<file path="src/rtl/pwm_gen_multi_pkg.sv">
// Shared definitions for the multi-channel PWM generator.
package pwm_gen_multi_pkg;

    // Prescaler counter width (matches the prescale port).
    localparam int unsigned PRESC_W = 8;

    // Per-channel waveform function.
    typedef enum logic [1:0] {
        MODE_LEFT  = 2'b00,   // high while cnt < c1
        MODE_RIGHT = 2'b01,   // high while cnt >= c1
        MODE_WIN   = 2'b10,   // high while c1 <= cnt < c2
        MODE_NWIN  = 2'b11    // inverse of MODE_WIN
    } pwm_mode_e;

endpackage

</file>
<file path="src/rtl/pwm_chan.sv">
// One PWM channel: shadow configuration, compare logic and registered output.
module pwm_chan
    import pwm_gen_multi_pkg::*;
#(
    parameter int unsigned WIDTH = 16
) (
    input  logic             clk,
    input  logic             rst,
    input  logic             en_i,
    input  logic             load_i,
    input  logic [WIDTH-1:0] cnt_i,
    input  logic [WIDTH-1:0] c1_i,
    input  logic [WIDTH-1:0] c2_i,
    input  logic [1:0]       mode_i,
    input  logic             pol_i,
    input  logic             chen_i,
    output logic             pwm_o
);

    logic [WIDTH-1:0] c1_q, c1_d;
    logic [WIDTH-1:0] c2_q, c2_d;
    pwm_mode_e        mode_q, mode_d;
    logic             pol_q, pol_d;
    logic             chen_q, chen_d;
    logic             pwm_q, pwm_d;
    logic             in_win_c;
    logic             raw_c;

    // Shadow reload and next output level from the current count.
    always_comb begin
        c1_d   = c1_q;
        c2_d   = c2_q;
        mode_d = mode_q;
        pol_d  = pol_q;
        chen_d = chen_q;
        raw_c  = 1'b0;

        if (load_i) begin
            c1_d   = c1_i;
            c2_d   = c2_i;
            mode_d = pwm_mode_e'(mode_i);
            pol_d  = pol_i;
            chen_d = chen_i;
        end

        // An empty window (c2 <= c1) is naturally never satisfied.
        in_win_c = (cnt_i >= c1_q) && (cnt_i < c2_q);

        unique case (mode_q)
            MODE_LEFT:  raw_c = (cnt_i < c1_q);
            MODE_RIGHT: raw_c = (cnt_i >= c1_q);
            MODE_WIN:   raw_c = in_win_c;
            MODE_NWIN:  raw_c = !in_win_c;
            default:    raw_c = 1'b0;
        endcase

        pwm_d = (en_i && chen_q) ? (raw_c ^ pol_q) : pol_q;
    end

    // Shadow and output registers.
    always_ff @(posedge clk or posedge rst) begin
        if (rst) begin
            c1_q   <= '0;
            c2_q   <= '0;
            mode_q <= MODE_LEFT;
            pol_q  <= 1'b0;
            chen_q <= 1'b0;
            pwm_q  <= 1'b0;
        end else begin
            c1_q   <= c1_d;
            c2_q   <= c2_d;
            mode_q <= mode_d;
            pol_q  <= pol_d;
            chen_q <= chen_d;
            pwm_q  <= pwm_d;
        end
    end

    assign pwm_o = pwm_q;

endmodule

</file>
<file path="src/rtl/pwm_gen_multi.sv">
// Multi-channel PWM generator: shared prescaler/counter, synchronised config update.
module pwm_gen_multi
    import pwm_gen_multi_pkg::*;
#(
    parameter int unsigned WIDTH = 16,
    parameter int unsigned NCH   = 4
) (
    input  logic                 clk,
    input  logic                 rst,
    input  logic                 en,
    input  logic [WIDTH-1:0]     period,
    input  logic [PRESC_W-1:0]   prescale,
    input  logic [NCH*WIDTH-1:0] compare1,
    input  logic [NCH*WIDTH-1:0] compare2,
    input  logic [NCH*2-1:0]     mode,
    input  logic [NCH-1:0]       polarity,
    input  logic [NCH-1:0]       ch_en,
    input  logic                 upd_req,
    output logic                 upd_ack,
    output logic [WIDTH-1:0]     cnt_val,
    output logic                 period_tick,
    output logic [NCH-1:0]       pwm_out
);

    logic [PRESC_W-1:0] presc_q, presc_d;
    logic [WIDTH-1:0]   cnt_q, cnt_d;
    logic               pending_q, pending_d;
    logic               upd_ack_q, upd_ack_d;
    logic               tick_q, tick_d;
    logic [WIDTH-1:0]   per_sh_q, per_sh_d;
    logic [PRESC_W-1:0] pre_sh_q, pre_sh_d;
    logic               step_c;
    logic               wrap_c;
    logic               load_c;

    // Prescaler, counter and update-request control.
    always_comb begin
        presc_d   = presc_q;
        cnt_d     = cnt_q;
        pending_d = pending_q;
        upd_ack_d = 1'b0;
        tick_d    = 1'b0;
        per_sh_d  = per_sh_q;
        pre_sh_d  = pre_sh_q;
        step_c    = 1'b0;
        wrap_c    = 1'b0;
        load_c    = 1'b0;

        if (!en) begin
            // Stopped: track inputs continuously and ack any request at once.
            presc_d   = '0;
            cnt_d     = '0;
            pending_d = 1'b0;
            upd_ack_d = upd_req;
            load_c    = 1'b1;
        end else begin
            step_c = (presc_q == pre_sh_q);
            wrap_c = step_c && (cnt_q >= per_sh_q);
            if (step_c) begin
                presc_d = '0;
                cnt_d   = wrap_c ? '0 : cnt_q + WIDTH'(1);
            end else begin
                presc_d = presc_q + PRESC_W'(1);
            end
            tick_d = wrap_c;
            // New config only at a period boundary so no period is cut short.
            load_c    = wrap_c && (pending_q || upd_req);
            upd_ack_d = load_c;
            pending_d = load_c ? 1'b0 : (pending_q || upd_req);
        end

        if (load_c) begin
            per_sh_d = period;
            pre_sh_d = prescale;
        end
    end

    // Timebase and control registers.
    always_ff @(posedge clk or posedge rst) begin
        if (rst) begin
            presc_q   <= '0;
            cnt_q     <= '0;
            pending_q <= 1'b0;
            upd_ack_q <= 1'b0;
            tick_q    <= 1'b0;
            per_sh_q  <= '0;
            pre_sh_q  <= '0;
        end else begin
            presc_q   <= presc_d;
            cnt_q     <= cnt_d;
            pending_q <= pending_d;
            upd_ack_q <= upd_ack_d;
            tick_q    <= tick_d;
            per_sh_q  <= per_sh_d;
            pre_sh_q  <= pre_sh_d;
        end
    end

    // Channel instances share the counter and load strobe.
    for (genvar g = 0; g < NCH; g++) begin : g_chan
        pwm_chan #(
            .WIDTH (WIDTH)
        ) u_chan (
            .clk    (clk),
            .rst    (rst),
            .en_i   (en),
            .load_i (load_c),
            .cnt_i  (cnt_q),
            .c1_i   (compare1[g*WIDTH +: WIDTH]),
            .c2_i   (compare2[g*WIDTH +: WIDTH]),
            .mode_i (mode[g*2 +: 2]),
            .pol_i  (polarity[g]),
            .chen_i (ch_en[g]),
            .pwm_o  (pwm_out[g])
        );
    end

    assign upd_ack     = upd_ack_q;
    assign cnt_val     = cnt_q;
    assign period_tick = tick_q;

endmodule
</file>
<file path="config.mk">
export PLATFORM = sky130hd
export DESIGN_NAME = pwm_gen_multi
export DESIGN_NICKNAME = d
export VERILOG_FILES = /design/src/rtl/pwm_gen_multi_pkg.sv /design/src/rtl/pwm_chan.sv /design/src/rtl/pwm_gen_multi.sv
export SDC_FILE = /design/constraint.sdc
export NUM_CORES = 1
export LEC_CHECK = 0
export ABC_CLOCK_PERIOD_IN_PS = 7500
export BUFFER_PORTS_ARGS = -buffer_cell sky130_fd_sc_hd__buf_2
export CORE_MARGIN = 4
export CORE_UTILIZATION = 57
export DETAILED_ROUTE_END_ITERATION = 10
export PLACE_DENSITY = 0.92
export SKIP_LAST_GASP = 1
export SYNTH_ARGS = -nofsm -noshare
export SYNTH_HDL_FRONTEND = slang
export SYNTH_SLANG_ARGS = --single-unit
</file>
<file path="constraint.sdc">
create_clock -name clk -period 7.5 [get_ports clk]
set_clock_uncertainty 0.15 [all_clocks]
set_input_delay 1.5 -clock clk [delete_from_list [all_inputs] [get_ports clk]]
set_output_delay 1.5 -clock clk [all_outputs]
set_load 0.01 [all_outputs]
</file>
; Word-level counts from Yosys, hierarchy flattened
; Index checks and enable logic that the tools add are counted.
[word_totals]
regBits = 199
out_inout_bits = 22
[classes]
addsub = 2
muxes = 18
reduce_logical = 19
bitwise_logic = 4
eq_ne = 14
order_cmp = 13
[op_table]
columns = cell, n
row1 = $lt A16 B16 Y1, 8
row2 = $ge A16 B16 Y1, 5
row3 = $mux W16, 3
row4 = $add A16 B1 Y16 const B, 1
row5 = $eq A2 B2 Y1 const B, 8
row6 = $mux W8, 2
row7 = $pmux W1 S4, 4
row8 = $logic_and A1 B1 Y1, 10
row9 = $mux W1, 9
row10 = $add A8 B1 Y8 const B, 1
row11 = $eq A2 B1 Y1 const B, 4
row12 = $eq A8 B8 Y1, 1
row13 = $logic_not A2 Y1, 4
row14 = $logic_not A1 Y1, 4
row15 = $xor A1 B1 Y1, 4
row16 = $ne A2 B1 Y1 const B, 1
row17 = $logic_or A1 B1 Y1, 1

; Depth between registers and ports, before layout
; Gate-level depths: netlist of the first run.
[logic_depth]
depth_word = 6
depth_mapped = 12

; Cells and area by module
; A second synthesis of the first run with hierarchy kept.
[hier_totals]
cells_unflattened = 1186
hier_area_um2 = 11298.3
[by_module_without_submodules]
columns = mod, n_inst, seq_area_each_um2, cells_each, area_per_inst_um2
row1 = pwm_chan at g_chan[0].u_chan ..., 3, 925.9, 236, 2158.3
row2 = pwm_gen_multi, 1, 1276.2, 245, 2650.0
row3 = pwm_chan at g_chan[2].u_chan, 1, 925.9, 233, 2173.3

; Worst setup path before layout of the first run
; Ideal clock, no wire load.
[synth_timing]
path_kind = register to register
start = register cnt_q[0], in the netlist cnt_val[0]
end = register g_chan[0].u_chan.c1_q[0]
setup_slack_ns = 4.483
required_ns = 7.223
path_stages_with_launch = 13
period_less_slack_ns = 3.017
arrival_time_ns = 2.739
path_cell_list = dfrtp_1 -> inv_1 -> ha_1 -> nand2b_1 -> a21o_1 -> a211oi_1 -> o41ai_2 -> a2bb2oi_2 -> nand2_2 -> o21ai_4 -> buf_8 -> buf_8 -> mux2_1
[synth_via]
elab_chain_len = 4
[synth_rtl]
columns = item, line_no
row1 = from (decl), pwm_gen_multi.sv:26  ; logic [WIDTH-1:0] cnt_q, cnt_d;
row2 = from (signal assigned), pwm_gen_multi.sv:90  ; cnt_q <= cnt_d;
row3 = $ge A16 B16 Y1, pwm_gen_multi.sv:58  ; wrap_c = step_c && (cnt_q >= per_sh_q);
row4 = $logic_and A1 B1 Y1, pwm_gen_multi.sv:58
row5 = $logic_and A1 B1 Y1, pwm_gen_multi.sv:67  ; load_c = wrap_c && (pending_q || upd_req);
row6 = $mux W1, pwm_gen_multi.sv:49  ; if (!en) begin
row7 = to (signal assigned), pwm_chan.sv:63  ; c1_q <= '0;
row8 = to (signal assigned), pwm_chan.sv:70  ; c1_q <= c1_d;
row9 = to (decl), pwm_chan.sv:20  ; logic [WIDTH-1:0] c1_q, c1_d;
; Every way passes these cells.
; A chain may end at the register's enable or synchronous reset.

; Worst setup path in the final report of the first run
[layout_timing]
start = register cnt_q[0], in the netlist cnt_val[0]
end = register g_chan[1].u_chan.chen_q
[layout_via]
elab_chain_len = 4
[layout_rtl]
columns = item, line_no
row1 = $ge A16 B16 Y1, pwm_gen_multi.sv:58
row2 = $logic_and A1 B1 Y1, pwm_gen_multi.sv:58
row3 = $logic_and A1 B1 Y1, pwm_gen_multi.sv:67
row4 = $mux W1, pwm_gen_multi.sv:49
row5 = to (signal assigned), pwm_chan.sv:74  ; chen_q <= chen_d;
row6 = to (decl), pwm_chan.sv:24  ; logic chen_q, chen_d;
; Every way passes these cells.

==> metrics.md, run 1 <==
| Metric | Value |
|---|---|
| Outcome | `finished clean` |
| Post-synth ARST share | `100.0%` |
| EDFF count, synth | `0` |
| Gp weighted congestion | `0.8254` |
| Worst-case clock buffer depth | `2` |
| Slew @ Worst Pin | `1189 ps` |
| Final hold violations | `0` |
| Fin util | `67.08%` |
| Root buf cell | `clkbuf_16` |
| Global Route Usage Sum | `26.84%` |
| Critical Path Sink Type | `register` |
| Yosys synthesis warning count | `0` |
| Final setup violation count | `0` |
| Worst Path Max Fanout | `87` |
| Crit path kind | `register to register` |
| Dominant synthesized flop cell | `dfrtp_1` |
| Vias in the first global route | `9345` |
| Setup crit start kind | `register` |
| Largest net degree at the start of global routing | `135` |
| Die Span Y | `150.5 um` |
| Chip width | `150.5 um` |
| Critical R2R Launch | `cnt_val[0]` |
| Max-cap violations | `0` |
| Number of fill cells | `1407` |
| CTS tree | `done` |
| Sequential share of the synthesized area | `43.00%` |
| Post-detail-place hpwl | `21260 um` |
| Die footprint | `22660 um2` |
| CP arrival | `4630 ps` |
| Max VDD drop | `147.8 uV` |
| GRT overflow | `0` |
| Postcts setup bufs | `0` |
| Met2 WL | `14550 um` |
| RSZ-0062 raised after global routing | `false` |
| Fin nets | `1541` |
| Total CTS buffers | `17` |
| Via Count | `8681` |
| I/O pin cnt | `194` |
| Placed cell count | `1473` |
| Resize count post-CTS | `0` |
| WHS | `326.6 ps` |
| Slew Limit Fails | `0` |
| Clock power frac | `36.0%` |
| Top layer reached by signal wires | `met4` |
| WL met3 | `2263 um` |
| Vias/cell | `5.768` |
| Total Wirelength | `29720 um` |
| Initial Utilization | `58.73%` |
| Slew HR | `20.76%` |
| Achievable frequency | `223.8 MHz` |
| Initial antenna violation count | `0` |
| Layout cells sized above 1 | `23.49%` |
| Critical Path RT | `7660 ps` |
| Switching part of the total | `26.77%` |
| Layout Cells excl Fill | `1505` |
| First-pass GRT wire length | `46690 um` |
| M1 WL | `11650 um` |
| DRC Markers | `0` |
| Power per Cell Area | `185.3 nW/um2` |
| Min Tclk post-route | `4469 ps` |
| Worst setup margin | `3031 ps` |
| Initial drt markers | `662` |
| Post-route setup TNS | `0 ps` |
| Site Rows | `51` |
| Clock Latency Late Sink | `440 ps` |
| H-tree levels | `4` |
| Mean routed wirelength per cell | `19.75 um` |
| Flop pwr share | `50.1%` |
| Hold buffers post-CTS | `0` |
| Cells after synthesis | `1034` |
| Comb power frac | `13.9%` |
| Crit path launch | `cnt_val[0]` |
| Sink Count | `199` |
| Post-Synthesis Cell Area | `11580 um2` |
| FF+latch count, synth | `199` |
| Switching power | `0.6561 mW` |
| Detail Route Antenna Nets | `0` |
| Core area | `19720 um2` |
| Fin crit share | `59.59%` |
| Mapped Nets | `1348` |
| DRT Pass-1 Iters | `5` |
| Power Internal | `1.795 mW` |
| Leakage Power | `6.849 nW` |
| Worst min path class | `register to register` |
| Synth Area per Inst | `11.20 um2` |
| DP Worst Slack | `3147 ps` |
| Synth-to-layout area growth | `14.22%` |
| Clk slew on worst S/H paths | `70 ps` |
| Port bufs | `193` |
| HP Start | `g_chan[1].u_chan.pol_q` |
| Netlist cell types | `51` |
[cell usage after synthesis (9+ instances only)]
library cell / count / share of area (%)
nor2b_1: 12 / 0.65
o21ai_0: 30 / 1.3
a21oi_1: 60 / 2.6
ha_1: 142 / 15
dfrtp_1: 199 / 43
nand3_1: 21 / 0.91
mux2_2: 48 / 4.7
and3_1: 9 / 0.49
a21o_1: 17 / 1.1
buf_8: 11 / 1.4
nand2_1: 40 / 1.3
xor2_1: 15 / 1.1
or3_1: 12 / 0.65
mux2_1: 119 / 12
nor2_1: 27 / 0.88
inv_1: 138 / 4.5
nand4_1: 29 / 1.6
nor3_1: 10 / 0.43
[power groups by stage]
stage / logic (mW) / clock network (mW) / registers (mW)
after global placement: 0.313 / 0 / 1.24
after floorplan: 0.241 / 0 / 1.23
after detailed placement: 0.338 / 0 / 1.25
after CTS: 0.342 / 0.894 / 1.23
final: 0.340 / 0.883 / 1.23
after global routing: 0.384 / 0.941 / 1.24
[final timing paths]
kind | to | slack [ps] | depth (start not counted)
worst max-delay path | g_chan[1].u_chan.chen_q | 3030 | 11
worst min-delay path | g_chan[1].u_chan.pwm_o | 330 | 1
worst max register to register | g_chan[1].u_chan.chen_q | 3030 | 11
worst min register to register | g_chan[1].u_chan.pwm_o | 330 | 1
max in group asynchronous | g_chan[0].u_chan.c1_q[0] | 4590 | 3
min in group asynchronous | per_sh_q[3] | 1100 | 2
[layer usage]
layer  vias up  global-route usage, %
met5         -                      0
met4         0                  12.49
met3       100                  5.208
met2       388                  44.88
met1      4162                  33.66
li1       4031                      -
[logic make-up (layout without fill, tap and decap cells)]
logic type / after synthesis / after routing / synth area share (%)
buffers and inverters: 166 / 371 / 6.894
adders and majority gates: 142 / 142 / 15.34
and+or+nand+nor: 185 / 185 / 8.439
AOI/OAI and AO/OA: 153 / 153 / 8.385
muxes: 170 / 170 / 16.50
DFF: 199 / 199 / 43.00
xor gates and xnor gates: 19 / 19 / 1.437
other: 0 / 1 / 0
[state kept, by name, summed over array words and instances (netlist names), 4 cells and up]
name and flops:
g_chan.u_chan.mode_q 8, cnt_val 16, presc_q 8, g_chan.u_chan.pol_q 4
pre_sh_q 8, g_chan.u_chan.c1_q 64, g_chan.u_chan.pwm_o 4, per_sh_q 16
g_chan.u_chan.chen_q 4, g_chan.u_chan.c2_q 64
[area by class of cell]
type                    instances  area (um2)  area share, %
clock inverters                12       118.9         0.8987
well taps                     265       331.6          2.507
inverters                     138       525.5          3.973
clock buffers                  19       432.9          3.273
repair buffers                202        1033          7.814
diodes                          1       2.502        0.01892
multi-input cells             669        5802          43.87
flip-flops and latches        199        4980          37.65
[through the flow]
step           cell area, um2  total power, mW
6_report                13230            2.451
5_1_grt                 13220            2.563
4_1_cts                 13220            2.464
3_5_place_dp            12670            1.586
3_3_place_gp            12670            1.553
2_1_floorplan           11580            1.468
[placed cells by master (no fill, tap or decap), drive strengths merged, types with 2 or more instances in the layout]
master and n:
and4 2, xnor2 4, a211oi 7, dfrtp 199
clkbuf 19, nor4 3, or3b 4, a31oi 3
nor2b 12, o211ai 7, clkinv 2, buf 202
ha 142, and2 2, a41oi 6, o21ai 31
nand2 41, xor2 15, a2bb2oi 2, or3 12
a21boi 2, or4 2, a21o 17, mux2 167
nand4 29, o21a 2, nor3 10, mux2i 3
and3 9, a21oi 61, inv 143, a2111oi 4
nor2 27, clkinvlp 4, o2bb2ai 2, nand2b 9
a211o 3, a221oi 3, nand3 21
[critical path: stages, from the launching register on]
cell       delay (ps)
dfrtp_1           520
inv_1             310
ha_1              370
nand2b_1          100
a21o_1            110
a211oi_1           90
o41ai_2           330
a2bb2oi_2         600
nand2_2           210
o21ai_4           180
buf_4             880
mux2_2            420
Note: power is estimated with default switching activity, not from simulation.
==> run 2, diff against run 1 <==
Settings changed: ABC_CLOCK_PERIOD_IN_PS 7500 to 4250.
Clock period 7.5 ns to 4.25 ns, I/O delays scaled along.
==> run 2 against run 1 <==
Register-to-register slack got worse by 2600 ps; critical endpoint is now g_chan[2].u_chan.pwm_o; global-route usage down 0.57 points; count of clock-buffer cells in the layout up 2; hold slack got worse by 97 ps; die area did not move; utilization is 1.0 points higher; sequential share of layout area fell by 0.56 points; critical path type unchanged.
==> metrics.md, run 2 (synthesis results as in run 1) <==
| Metric | Value |
|---|---|
| Outcome | `finished clean` |
| Setup crit start kind | `register` |
| RSZ-0062 raised after global routing | `false` |
| Chip width | `150.5 um` |
| DRC Markers | `0` |
| Worst Path Max Fanout | `12` |
| Met2 WL | `14250 um` |
| Synth-to-layout area growth | `15.96%` |
| Worst setup margin | `431.7 ps` |
| Vias in the first global route | `9087` |
| Clk slew on worst S/H paths | `70 ps` |
| Detail Route Antenna Nets | `0` |
| Global Route Usage Sum | `26.27%` |
| Reg area | `4980 um2` |
| Critical Path RT | `4450 ps` |
| CTS tree | `done` |
| Most common cell after layout, fill and taps aside | `dfrtp_1` |
| Top layer reached by signal wires | `met4` |
| Final hold violations | `0` |
| Leakage Power | `6.958 nW` |
| Crit-path cells | `ha_1 > a21oi_1 > o21ai_0 > a2111oi_0 > a41oi_1 > o211ai_1 > mux2i_1 > a221oi_1 > xor2_1` |
| Initial antenna violation count | `0` |
| Clock Latency Late Sink | `440 ps` |
| Critical Path Sink Type | `register` |
| Critical R2R Launch | `cnt_val[15]` |
| Total CTS buffers | `17` |
| Number of fill cells | `1376` |
| Post-route setup TNS | `0 ps` |
| Root buf cell | `clkbuf_16` |
| Via Count | `8713` |
| Largest net degree at the start of global routing | `105` |
| Crit path kind | `register to register` |
| DP Worst Slack | `702.1 ps` |
| Die Span Y | `150.5 um` |
| I/O pin cnt | `194` |
| Final setup violation count | `0` |
| Crit path launch | `cnt_val[15]` |
| Power, Total | `4.439 mW` |
| Postcts setup bufs | `0` |
| Antenna Cells | `0` |
| Layout cells sized above 1 | `24.26%` |
| Resize count post-CTS | `0` |
| Worst min path class | `primary input to asynchronous set/reset pin` |
| Slew Limit Fails | `0` |
| CP arrival | `4020 ps` |
| Biggest registers after layout | `g_chan.u_chan.c1_q: 64 flops, g_chan.u_chan.c2_q: 64 flops` |
| Worst path max stage delay | `870 ps` |
| Placed cell count | `1486` |
| First-pass GRT wire length | `45550 um` |
| WHS | `229.2 ps` |
| Max-cap violations | `0` |
| Post-detail-place hpwl | `20970 um` |
| Die footprint | `22660 um2` |
| M1 WL | `11730 um` |
| Fin area | `13430 um2` |
| Area post-placement | `12830 um2` |
| Fin nets | `1554` |
| Fin util | `68.10%` |
| Initial Utilization | `58.73%` |
| Layout Cells excl Fill | `1518` |
| Total Wirelength | `29380 um` |
| Slew HR | `43.63%` |
| Max VDD drop | `360.9 uV` |
| Min Tclk post-route | `3818 ps` |
| Multi-input gate area | `5802 um2` |
| Mean routed wirelength per cell | `19.36 um` |
| Achievable frequency | `261.9 MHz` |
| Sink Count | `199` |
| Site Rows | `51` |
| Slew @ Worst Pin | `824.2 ps` |
| WL met3 | `2119 um` |
| GRT overflow | `0` |
| Worst path slowest cell | `dfrtp_1` |
| DRT Pass-1 Iters | `5` |
| Initial drt markers | `469` |
| Hold buffers post-CTS | `0` |
| Vias/cell | `5.740` |
| Power per Cell Area | `330.6 nW/um2` |
| Port bufs | `193` |
| Worst-case clock buffer depth | `2` |
| Most frequent cells in the layout | `199 x dfrtp_1, 193 x buf_2, 142 x ha_1` |
| Core area | `19720 um2` |
| H-tree levels | `4` |
| Gp weighted congestion | `0.8818` |
| Fin crit share | `89.84%` |
-- run 2: cell count changes in the layout (fill, tap and decap cells not counted), sizes merged --
cell	before	now
buf	202	215
inv	143	138
bufinv	1	3
clkbuf	19	21
clkinv	2	4
diode	1	0
-- run 2: layer usage --
metal / vias to the layer above / track usage [%]
met4: 0 / 11.99
met5: - / 0
met2: 331 / 44.20
met3: 95 / 5.599
met1: 4228 / 32.48
li1: 4059 / -
-- run 2: layout make-up --
type                    count  share of cell area [%]
multi-input cells         669                   43.21
flip-flops and latches    199                   37.09
repair buffers            215                   8.889
inverters                 138                   3.886
clock buffers              21                   3.354
well taps                 265                   2.469
clock inverters            11                   1.109
-- run 2: critical path: cells and delay by family (launching register included) --
family / cells / cell delay [ps]
mux: 1 / 150
fa+ha+maj: 1 / 390
xor+xnor: 1 / 200
flops: 1 / 870
compound gates: 6 / 1980
-- run 2: path summary, 6_finish.rpt --
path / endpoint / slack (ps) / depth (start not counted)
setup / recovery: g_chan[2].u_chan.pwm_o / 430 / 9
hold / removal: pre_sh_q[5] / 230 / 2
setup reg to reg: g_chan[2].u_chan.pwm_o / 430 / 9
hold reg to reg: g_chan[0].u_chan.pwm_o / 320 / 1
max in group asynchronous: g_chan[2].u_chan.pwm_o / 2910 / 3
min in group clk: g_chan[0].u_chan.pwm_o / 320 / 1
-- run 2: report_power, final --
part	internal [mW]	leakage, nW	switching (mW)	total [mW]
registers	2.07	2.38	0.102	2.17
logic	0.292	4.29	0.311	0.603
clock network	0.945	0.284	0.724	1.67
==> run 3, diff against run 2 <==
==> constraint.sdc (replaced) <==
create_clock -name clk -period 4.25 [get_ports clk]
set_clock_uncertainty 0.15 [all_clocks]
set_input_delay 0.6375 -clock clk [delete_from_list [all_inputs] [get_ports clk]]
set_output_delay 0.6375 -clock clk [all_outputs]
set_load 0.01 [all_outputs]
==> run 3 against run 2 <==
Largest cell class unchanged; sequential share of layout area about the same; worst setup slack better by 210 ps; sequential cell count is the same; die area stayed put; cell count about the same; critical path type unchanged; clock power about the same; combinational power about the same.
==> metrics.md, run 3 (synthesis results as in run 1) <==
| Metric | Value |
|---|---|
| Outcome | `finished clean` |
| Fin crit share | `84.85%` |
| Mean routed wirelength per cell | `19.12 um` |
| Fin util | `68.09%` |
| Total CTS buffers | `17` |
| Critical R2R Capture | `g_chan[3].u_chan.c1_q[6]` |
| Max VDD drop | `275.6 uV` |
| First-pass GRT wire length | `45020 um` |
| CTS tree | `done` |
| Final setup violation count | `0` |
| CP arrival | `3780 ps` |
| WL met3 | `2360 um` |
| Via Count | `8750` |
| Worst r2r path cells | `11` |
| Port bufs | `193` |
| Initial Utilization | `58.73%` |
| Root buf cell | `clkbuf_16` |
| DRT Pass-1 Iters | `5` |
| Gp weighted congestion | `0.8879` |
| Slew @ Worst Pin | `813.5 ps` |
| Post-route setup TNS | `0 ps` |
| Leakage Power | `6.973 nW` |
| Post-detail-place hpwl | `20690 um` |
| Fin area | `13430 um2` |
| M1 WL | `11620 um` |
| Total Wirelength | `29050 um` |
| Top layer reached by signal wires | `met5` |
| Layout cells sized above 1 | `24.40%` |
| Max-cap violations | `0` |
| Hold buffers post-CTS | `0` |
| Worst-case clock buffer depth | `2` |
| Chip width | `150.5 um` |
| Fin nets | `1555` |
| Power per Cell Area | `330.8 nW/um2` |
| Core area | `19720 um2` |
| Placed cell count | `1487` |
| Critical R2R Launch | `cnt_val[0]` |
| DRC Markers | `0` |
| Layout Cells excl Fill | `1519` |
| Worst path max stage delay | `570 ps` |
| Slew Limit Fails | `0` |
| Die Span Y | `150.5 um` |
| Largest net degree at the start of global routing | `115` |
| Achievable frequency | `277.3 MHz` |
| Top Family by Delay on Critical Path | `compound AO/OA/AOI/OAI gates` |
| Buffers & Inverters on Critical Path | `2` |
| Postcts setup bufs | `0` |
| Worst Path Max Fanout | `69` |
| Biggest registers after layout | `g_chan.u_chan.c1_q: 64 flops, g_chan.u_chan.c2_q: 64 flops` |
| Crit-path cells | `inv_1 > ha_1 > nand2b_1 > a21o_1 > a211oi_1 > o41ai_2 > a2bb2oi_2 > nand2_2 > o21ai_4 > buf_12 > mux2_2` |
| Min Tclk post-route | `3606 ps` |
| Met2 WL | `13820 um` |
| Worst path slowest cell | `a2bb2oi_2` |
| Detail Route Antenna Nets | `0` |
| I/O pin cnt | `194` |
| RSZ-0062 raised after global routing | `false` |
| Site Rows | `51` |
| Sink Count | `199` |
| Worst R2R Setup Slack | `640 ps` |
| Most frequent cells in the layout | `199 x dfrtp_1, 193 x buf_2, 142 x ha_1` |
| Initial antenna violation count | `1` |
| Critical Path RT | `4420 ps` |
| Worst min path class | `primary input to asynchronous set/reset pin` |
| Clk slew on worst S/H paths | `70 ps` |
| Crit path kind | `register to register` |
| Setup crit start kind | `register` |
| Antenna Cells | `0` |
| Area post-placement | `12820 um2` |
| GRT overflow | `0` |
| Vias/cell | `5.760` |
| Die footprint | `22660 um2` |
| Initial drt markers | `407` |
| Clock Latency Late Sink | `440 ps` |
| Resize count post-CTS | `0` |
| Synth-to-layout area growth | `15.94%` |
| Number of fill cells | `1393` |
| Most common cell after layout, fill and taps aside | `dfrtp_1` |
| Vias in the first global route | `8954` |
| Slew HR | `44.37%` |
| Critical Path Sink Type | `register` |
| H-tree levels | `4` |
| Final hold violations | `0` |
| Global Route Usage Sum | `25.97%` |
[run 3: how the worst max path moves through the flow]
stage | startpoint | endpoint | slack, ps | depth (start not counted)
6_report | cnt_val[0] | g_chan[3].u_chan.c1_q[6] | 640 | 11
4_1_cts | cnt_val[15] | g_chan[3].u_chan.pwm_o | 680 | 9
3_3_place_gp | cnt_val[0] | g_chan[3].u_chan.c1_q[12] | 810 | 11
2_1_floorplan | rst | cnt_val[0] | 890 | 1
3_5_place_dp | cnt_val[0] | g_chan[3].u_chan.c1_q[6] | 720 | 11
5_1_grt | cnt_val[0] | g_chan[3].u_chan.c2_q[0] | 420 | 11
[run 3: report_power, final]
part	internal (mW)	leakage (nW)	switching [mW]	total, mW
registers	2.06	2.38	0.102	2.17
clock network	0.937	0.298	0.735	1.67
logic	0.292	4.29	0.310	0.602
[run 3: worst reg2reg max path: stages (launching register included)]
cell,delay (ps)
dfrtp_1,480
inv_1,100
ha_1,290
nand2b_1,100
a21o_1,120
a211oi_1,70
o41ai_2,310
a2bb2oi_2,570
nand2_2,210
o21ai_4,290
buf_12,360
mux2_2,450
[run 3: per-stage QoR]
step / hold slack, ps / setup slack (ps) / total power [mW]
2_1_floorplan: 287.8 / 888.2 / 2.591
3_5_place_dp: 304.8 / 715.5 / 2.798
5_1_grt: 197.7 / 418.0 / 4.640
4_1_cts: 182.0 / 675.5 / 4.466
3_3_place_gp: 299.9 / 810.0 / 2.748
6_report: 158.3 / 643.7 / 4.441
[run 3: final cells by class]
cell class	instances	area (um2)	share of cell area [%]
multi-input cells	669	5802	43.22
well taps	265	331.6	2.470
inverters	138	521.8	3.886
repair buffers	216	1189	8.854
clock inverters	9	113.9	0.8481
flip-flops and latches	199	4980	37.09
clock buffers	23	488.0	3.635
[run 3: per-layer routing]
layer | up-vias | global-route usage (%)
met1 | 4240 | 32.76
met2 | 363 | 42.57
li1 | 4063 | -
met3 | 82 | 5.599
met4 | 2 | 12.53
met5 | - | 0
